==> config.mk <==
export PLATFORM = sky130hd
export DESIGN_NAME = recirculation_mux_tx
export DESIGN_NICKNAME = d
export VERILOG_FILES = /design/src/rtl/recirculation_mux_tx.sv
export SDC_FILE = /design/constraint.sdc
export NUM_CORES = 1
export LEC_CHECK = 0
export CAP_MARGIN = 25
export CORE_MARGIN = 8
export CORE_UTILIZATION = 40
export CTS_CLUSTER_SIZE = 28
export DETAILED_ROUTE_END_ITERATION = 10
export SLEW_MARGIN = 40
export SYNTH_ARGS = -nofsm -noshare
export SYNTH_HDL_FRONTEND = slang
export SYNTH_SLANG_ARGS = --single-unit
==> constraint.sdc <==
create_clock -name i_clk_A -period 2.95 [get_ports i_clk_A]
set_clock_uncertainty 0.1 [all_clocks]
set_input_delay 0.4425 -clock i_clk_A [delete_from_list [all_inputs] [get_ports i_clk_A]]
set_output_delay 0.4425 -clock i_clk_A [all_outputs]
set_load 0.05 [all_outputs]
==> src/rtl/recirculation_mux_tx.sv <==
// recirculation_mux_tx
//   Domain-A launcher for the recirculation-mux CDC path. Accepts one word
//   from a valid/ready producer, holds it on o_data_A, fires a one-cycle
//   launch pulse and keeps the word frozen until the acknowledge toggle
//   from domain B has been synchronized back. A watchdog flags an
//   acknowledge that takes too long. An acknowledge edge that arrives while
//   idle is flagged as spurious.
//
// Ports
//   i_clk_A        domain-A clock (rising edge)
//   i_rst_A        asynchronous active-high reset, synchronous release
//   i_valid        upstream word valid
//   i_data         upstream word
//   o_ready        block can accept a word (state IDLE)
//   o_data_A       held word, to the receiver's i_data_A
//   o_pulse_A      one-cycle launch pulse, to the receiver's i_pulse_A
//   i_ack_toggle_B asynchronous ack level from domain B
//   o_busy         transfer in flight (state WAIT_ACK)
//   o_timeout      sticky watchdog flag, cleared by the next accept
//   o_spurious     one-cycle flag: ack edge seen while idle
module recirculation_mux_tx #(
  parameter int G_STAGES  = 2,
  parameter int G_WIDTH   = 4,
  parameter int G_TIMEOUT = 64
) (
  input  logic               i_clk_A,
  input  logic               i_rst_A,
  input  logic               i_valid,
  input  logic [G_WIDTH-1:0] i_data,
  output logic               o_ready,
  output logic [G_WIDTH-1:0] o_data_A,
  output logic               o_pulse_A,
  input  logic               i_ack_toggle_B,
  output logic               o_busy,
  output logic               o_timeout,
  output logic               o_spurious
);

  // A zero-width counter is illegal, so keep one bit when the watchdog is off.
  localparam int CNT_W = (G_TIMEOUT > 0) ? $clog2(G_TIMEOUT + 1) : 1;
  localparam logic [CNT_W-1:0] T_MAX = G_TIMEOUT[CNT_W-1:0];

  typedef enum logic {
    IDLE     = 1'b0,
    WAIT_ACK = 1'b1
  } state_t;

  state_t              state;
  state_t              state_nxt;
  logic [G_STAGES-1:0] ack_sync;
  logic                ack_prev;
  logic                ack_edge;
  logic                accept;
  logic [CNT_W-1:0]    cnt;
  logic [CNT_W-1:0]    cnt_nxt;
  logic                timeout_nxt;

  // Ack toggle synchronizer and edge detector
  always_ff @(posedge i_clk_A or posedge i_rst_A) begin
    if (i_rst_A) begin
      ack_sync <= '0;
      ack_prev <= 1'b0;
    end else begin
      ack_sync <= {ack_sync[G_STAGES-2:0], i_ack_toggle_B};
      ack_prev <= ack_sync[G_STAGES-1];
    end
  end

  assign ack_edge = ack_sync[G_STAGES-1] ^ ack_prev;
  assign o_ready  = (state == IDLE);
  assign o_busy   = (state == WAIT_ACK);
  assign accept   = i_valid && o_ready;

  always_comb begin
    state_nxt   = state;
    cnt_nxt     = cnt;
    timeout_nxt = o_timeout;
    case (state)
      IDLE: begin
        if (accept) begin
          state_nxt   = WAIT_ACK;
          cnt_nxt     = '0;
          timeout_nxt = 1'b0;
        end
      end
      WAIT_ACK: begin
        // An ack in the saturating cycle wins; the flag is then never set.
        if (ack_edge) begin
          state_nxt = IDLE;
        end else if ((G_TIMEOUT > 0) && (cnt != T_MAX)) begin
          cnt_nxt = cnt + 1'b1;
          if (cnt_nxt == T_MAX) begin
            timeout_nxt = 1'b1;
          end
        end
      end
      default: state_nxt = IDLE;
    endcase
  end

  // Control state, launch pulse, flags and held word
  always_ff @(posedge i_clk_A or posedge i_rst_A) begin
    if (i_rst_A) begin
      state      <= IDLE;
      cnt        <= '0;
      o_timeout  <= 1'b0;
      o_pulse_A  <= 1'b0;
      o_spurious <= 1'b0;
      o_data_A   <= '0;
    end else begin
      state      <= state_nxt;
      cnt        <= cnt_nxt;
      o_timeout  <= timeout_nxt;
      o_pulse_A  <= accept;
      o_spurious <= ack_edge && (state == IDLE);
      if (accept) begin
        o_data_A <= i_data;
      end
    end
  end

endmodule
# After elaboration in Yosys (flattened, before gate mapping)
# Index checks and enable logic that the tools add are counted.
# W data, S select, Z words.
[word_totals]
regBits = 18
input_bits = 8
out_inout_bits = 9
word_cells = 33
[op_classes]
addsub = 1
n_eq_ne = 6
muxes = 12
bitwise_logic = 2
reduce_logical = 4
[ops]
columns = ["cell", "n"]
rows = [
  ["$mux W7", 3],
  ["$pmux W7 S2", 1],
  ["$add A7 B1 Y7 const B", 1],
  ["$eq A7 B7 Y1 const B", 1],
  ["$ne A7 B7 Y1 const B", 1],
  ["$mux W1", 6],
  ["$ne A2 B1 Y1 const B", 3],
  ["$pmux W1 S2", 2],
  ["$reduce_and A4 Y1", 1],
  ["$reduce_and A3 Y1", 1],
  ["$logic_and A1 B1 Y1", 2],
  ["$ne A2 B2 Y1 const B", 1],
  ["$not A1 Y1", 1],
  ["$xor A1 B1 Y1", 1],
]

# Logic depth before layout (Yosys ltp)
# Gate-level depths: netlist of the first run.
[depth]
depth_word = 6
depth_mapped = 6
mapped_depth_nobuf = 6

# Worst setup path before layout of the first run
# OpenSTA, ideal clock, no wires.
[synth_path]
kind = "register to register"
from = "reg state, in the netlist o_busy"
to = "reg cnt[3]"
setup_ns = 0.128
arrival_time_ns = 1.699
t_required_ns = 2.722
setup_slack_ns = 1.023
stages_incl_launch_ff = 7
path_buffers = 0
period_less_slack_ns = 1.927
cell_sequence = "dfrtp_1 inv_1 nand2_1 inv_1 a21oi_1 o21ai_0 o31ai_1"
[synth_via]
elab_chain_cells = 4
elab_cells_between_ends = 7
cone_classes = "eq/ne (3); mux (1); bitwise (1); reduce/logical (2)"
[synth_rtl]
columns = ["element", "line", "text"]
rows = [
  ["from (decl)", "48", "state_t state;"],
  ["from (signal assigned)", "111", "state <= state_nxt;"],
  ["$not A1 Y1", "--", ""],
  ["net o_ready", "30", "output logic o_ready,"],
  ["$logic_and A1 B1 Y1", "72", "assign accept = i_valid && o_ready;"],
  ["net accept", "53", "logic accept;"],
  ["$ne A2 B1 Y1 (no line)", "--", ""],
  ["$reduce_and A3 Y1 (no line)", "--", ""],
  ["to (signal assigned)", "112", "cnt <= cnt_nxt;"],
  ["to (decl)", "54", "logic [CNT_W-1:0] cnt;"],
]
# The timed path passes the listed nets, and every way through them passes these cells.
# A chain may end at the register's enable or synchronous reset.

# Final worst setup path of the first run
[layout_path]
from = "reg state, in the netlist o_busy"
to = "out o_busy"
[layout_rtl]
columns = ["element", "line", "text"]
rows = [
  ["to (decl)", "34", "output logic o_busy,"],
]
# No word-level cell between the ends.

==> impl_metrics.toml, run 1 <==
[routing]
drt_pass1_iterations = 4
drt_wl_total_mm = 1.68
first_iter_violations = 5
vias_per_cell = 4.87
routedWlPerCell_um = 12.8
post-route-drc-count = 0
ant_nets = 0
vias = 638

[finish]
fin_nets = 115
diodes = 0
layout-drive-gt1-share = 0.0865
area_delta_synth_final_pct = 26.7

[sta]
finalCritPeriodShare = 0.788
hold_viol_final = 0
fin_setup_tns_ps = 0
layout_min_cycle_time_ps = 2320
setup_viol = 0
fmax_ghz = 0.430
rsz0062_at_grt = "false"
relSlewSlack = 0.565
maxSlewViolCount = 0
worst_pin_slew_ps = 652

[clock_tree]
clockBufferDepth = 2
root_buffer = "clkbuf_4"
cts.hold.buffers_added = 0
cts_resized = 0
cts_buffers = 3
cts_setup_buffers = 0
cts.sinks = 18
cts_tree = "done"
htree_num_levels = 1
clock_latency_ps = 290
clk_pin_slew_ps = 90

[die]
die_h_um = 62.0
die_x_um = 62.0
ioPinCount = 17
start_util = 0.426
coreArea_um2 = 1980
num_rows = 16
design.die.area_um2 = 3840

[status]
status = "finished clean"

[logic_synthesis]
ys_ff_latch = 18
synth-edff-count = 0
synth_nets = 95
yosysWarnings = 0
yosysSeqAreaShare = 0.533
yosys-top-cells-area = "dfrtp_1 53%, nand2_1 8.4%, inv_1 3.6%"
synthCells = 85
avgSynthCellArea_um2 = 9.94
netlist.area_leader.share = 0.533
syn_area_um2 = 845
yosysMostFrequentCell = "nand2_1"
synth.distinct_cells = 25
yosys-top-cells-count = "19 x nand2_1, 18 x dfrtp_1, 8 x inv_1"
yosysTopAreaCell = "dfrtp_1"
async_reset_ff_frac = 1.00
synth_flop_cell = "dfrtp_1"

[worst_setup_path]
startpoint = "o_busy$_DFF_PP0_"
rr_startpoint = "o_busy$_DFF_PP0_"
reg2reg_to = "cnt[3]$_DFFE_PP0P_"
crit_arrival_ps = 1780
cp-start-kind = "flip-flop"
crit_required_ps = 2410
crit_family = "buffers and inverters"
max_stage_delay_ps = 890
path_depth = 1
cp_num_buf_inv = 1
crit_chain = "clkdlybuf4s50_1"
critical_path.endpoint = "o_busy"
ff2ff_setup_slack_ps = 1220
critPathCaptureType = "output port"
cp_max_fo = 13
worstSetupPathType = "flip-flop to output port"
crit_slowest_cell = "clkdlybuf4s50_1"
r2r_cells = 6

[power_and_ir_drop]
vdd_drop_max_uv = 389
cellLeakagePower_nw = 0.482
power.total_mw = 0.742
power_per_cell_area_nw_per_um2 = 694

[place]
port_buffers = 16
gp_congestion = 0.840
hpwl_mm = 1.31

[global_route]
grt_pass1_vias = 670
use_met1 = 0.115
grt_max_degree = 19
grt_util_met3 = 0.0391
grt_pass1_wl_mm = 2.93
grt_usage = 0.103
use_met2 = 0.183
grt_overflow = 0
antenna_found_initial = 0
busiest_layer = "met2"

[job]
cap_violations = 0

[min_path]
min_path_type = "flip-flop to flip-flop"
-- per-layer routing --
metal  up-vias  wire [um]  part of all wire
met5         -          0                 0
met4         0         11            0.0066
met3         2        110             0.066
met2        11        829              0.49
met1       300        724              0.43
li1        325          -                 -
-- final cells by class --
class,instances,area (um^2)
fillers,180,912
flip-flops and latches,18,450
multi-input cells,58,359
repair buffers,16,160
clock buffers,4,36.3
well taps,27,33.8
inverters,8,30.0
-- logic make-up after synthesis --
kind of cell / Yosys count / synth area share
buf+inv: 9 / 0.0415
simple gates: 34 / 0.184
fa+ha+maj: 2 / 0.0296
xor+xnor: 5 / 0.0608
flops: 18 / 0.533
compound gates: 17 / 0.151
-- flip-flops by register name, indices dropped and copies added (netlist names) --
register,cells
cnt,7
o_data_A,4
ack_sync,2
o_timeout,1
ack_prev,1
o_busy,1
o_pulse_A,1
o_spurious,1
-- through the flow --
step	setup WS (ps)	instance area, um^2	utilization	hold WS, ps	cells
after floorplan	1020	845	-	231	85
after global placement	970	1030	0.521	237	127
after detailed placement	940	1030	0.521	239	127
after CTS	618	1070	0.540	262	131
after global routing	528	1070	0.540	264	131
final	627	1070	0.540	257	131
-- cells in the final DEF (no fill, tap or decap) --
cell type        Yosys  layout
nand2_1             19      19
dfrtp_1             18      18
clkdlybuf4s50_1      0      16
inv_1                8       8
nand3_1              5       5
a21oi_1              3       3
nor2_1               3       3
xor2_1               3       3
o31ai_1              3       3
o21ai_0              3       3
clkbuf_4             0       3
a21oi_2              2       2
o21ai_1              2       2
nor3_1               2       2
ha_1                 2       2
or3_4                1       1
nand3b_1             1       1
xnor2_2              1       1
o211ai_4             1       1
o211a_1              1       1
and2_1               1       1
a221oi_1             1       1
nand4_1              1       1
and3_1               1       1
xnor2_1              1       1
o211ai_1             1       1
clkbuf_8             0       1
-- power by group --
group,leakage (nW),total (mW),internal (mW),switching [mW]
registers,0.230,0.331,0.286,0.0452
clock network,0.0210,0.148,0.0752,0.0732
logic,0.231,0.263,0.0952,0.167
total,0.482,0.742,0.457,0.286
-- worst min path at each step --
stage                          start               endpoint  slack, ps  cells past startpoint
6_report       ack_sync[0]$_DFF_PP0_  ack_sync[1]$_DFF_PP0_        260                      0
5_1_grt        ack_sync[0]$_DFF_PP0_  ack_sync[1]$_DFF_PP0_        260                      0
4_1_cts        ack_sync[0]$_DFF_PP0_  ack_sync[1]$_DFF_PP0_        260                      0
3_5_place_dp   ack_sync[0]$_DFF_PP0_  ack_sync[1]$_DFF_PP0_        240                      0
3_3_place_gp   ack_sync[0]$_DFF_PP0_  ack_sync[1]$_DFF_PP0_        240                      0
2_1_floorplan  ack_sync[0]$_DFF_PP0_  ack_sync[1]$_DFF_PP0_        230                      0
(Power assumes the default switching activity.)
==> run 2: changes to the inputs <==
==> constraint.sdc (replaced) <==
create_clock -name i_clk_A -period 2.38 [get_ports i_clk_A]
set_clock_uncertainty 0.1 [all_clocks]
set_input_delay 0.357 -clock i_clk_A [delete_from_list [all_inputs] [get_ports i_clk_A]]
set_output_delay 0.357 -clock i_clk_A [all_outputs]
set_load 0.05 [all_outputs]
==> results of run 2 <==
Same layout as run 1 (identical final DEF). Status: finished clean.
Among the figures that moved: setup slack after placement 940 ps -> 455 ps; setup slack after layout 627 ps -> 142 ps; register-to-register setup slack 1220 ps -> 650 ps; total power 0.742 mW -> 0.920 mW; worst IR drop on VDD 389 uV -> 482 uV
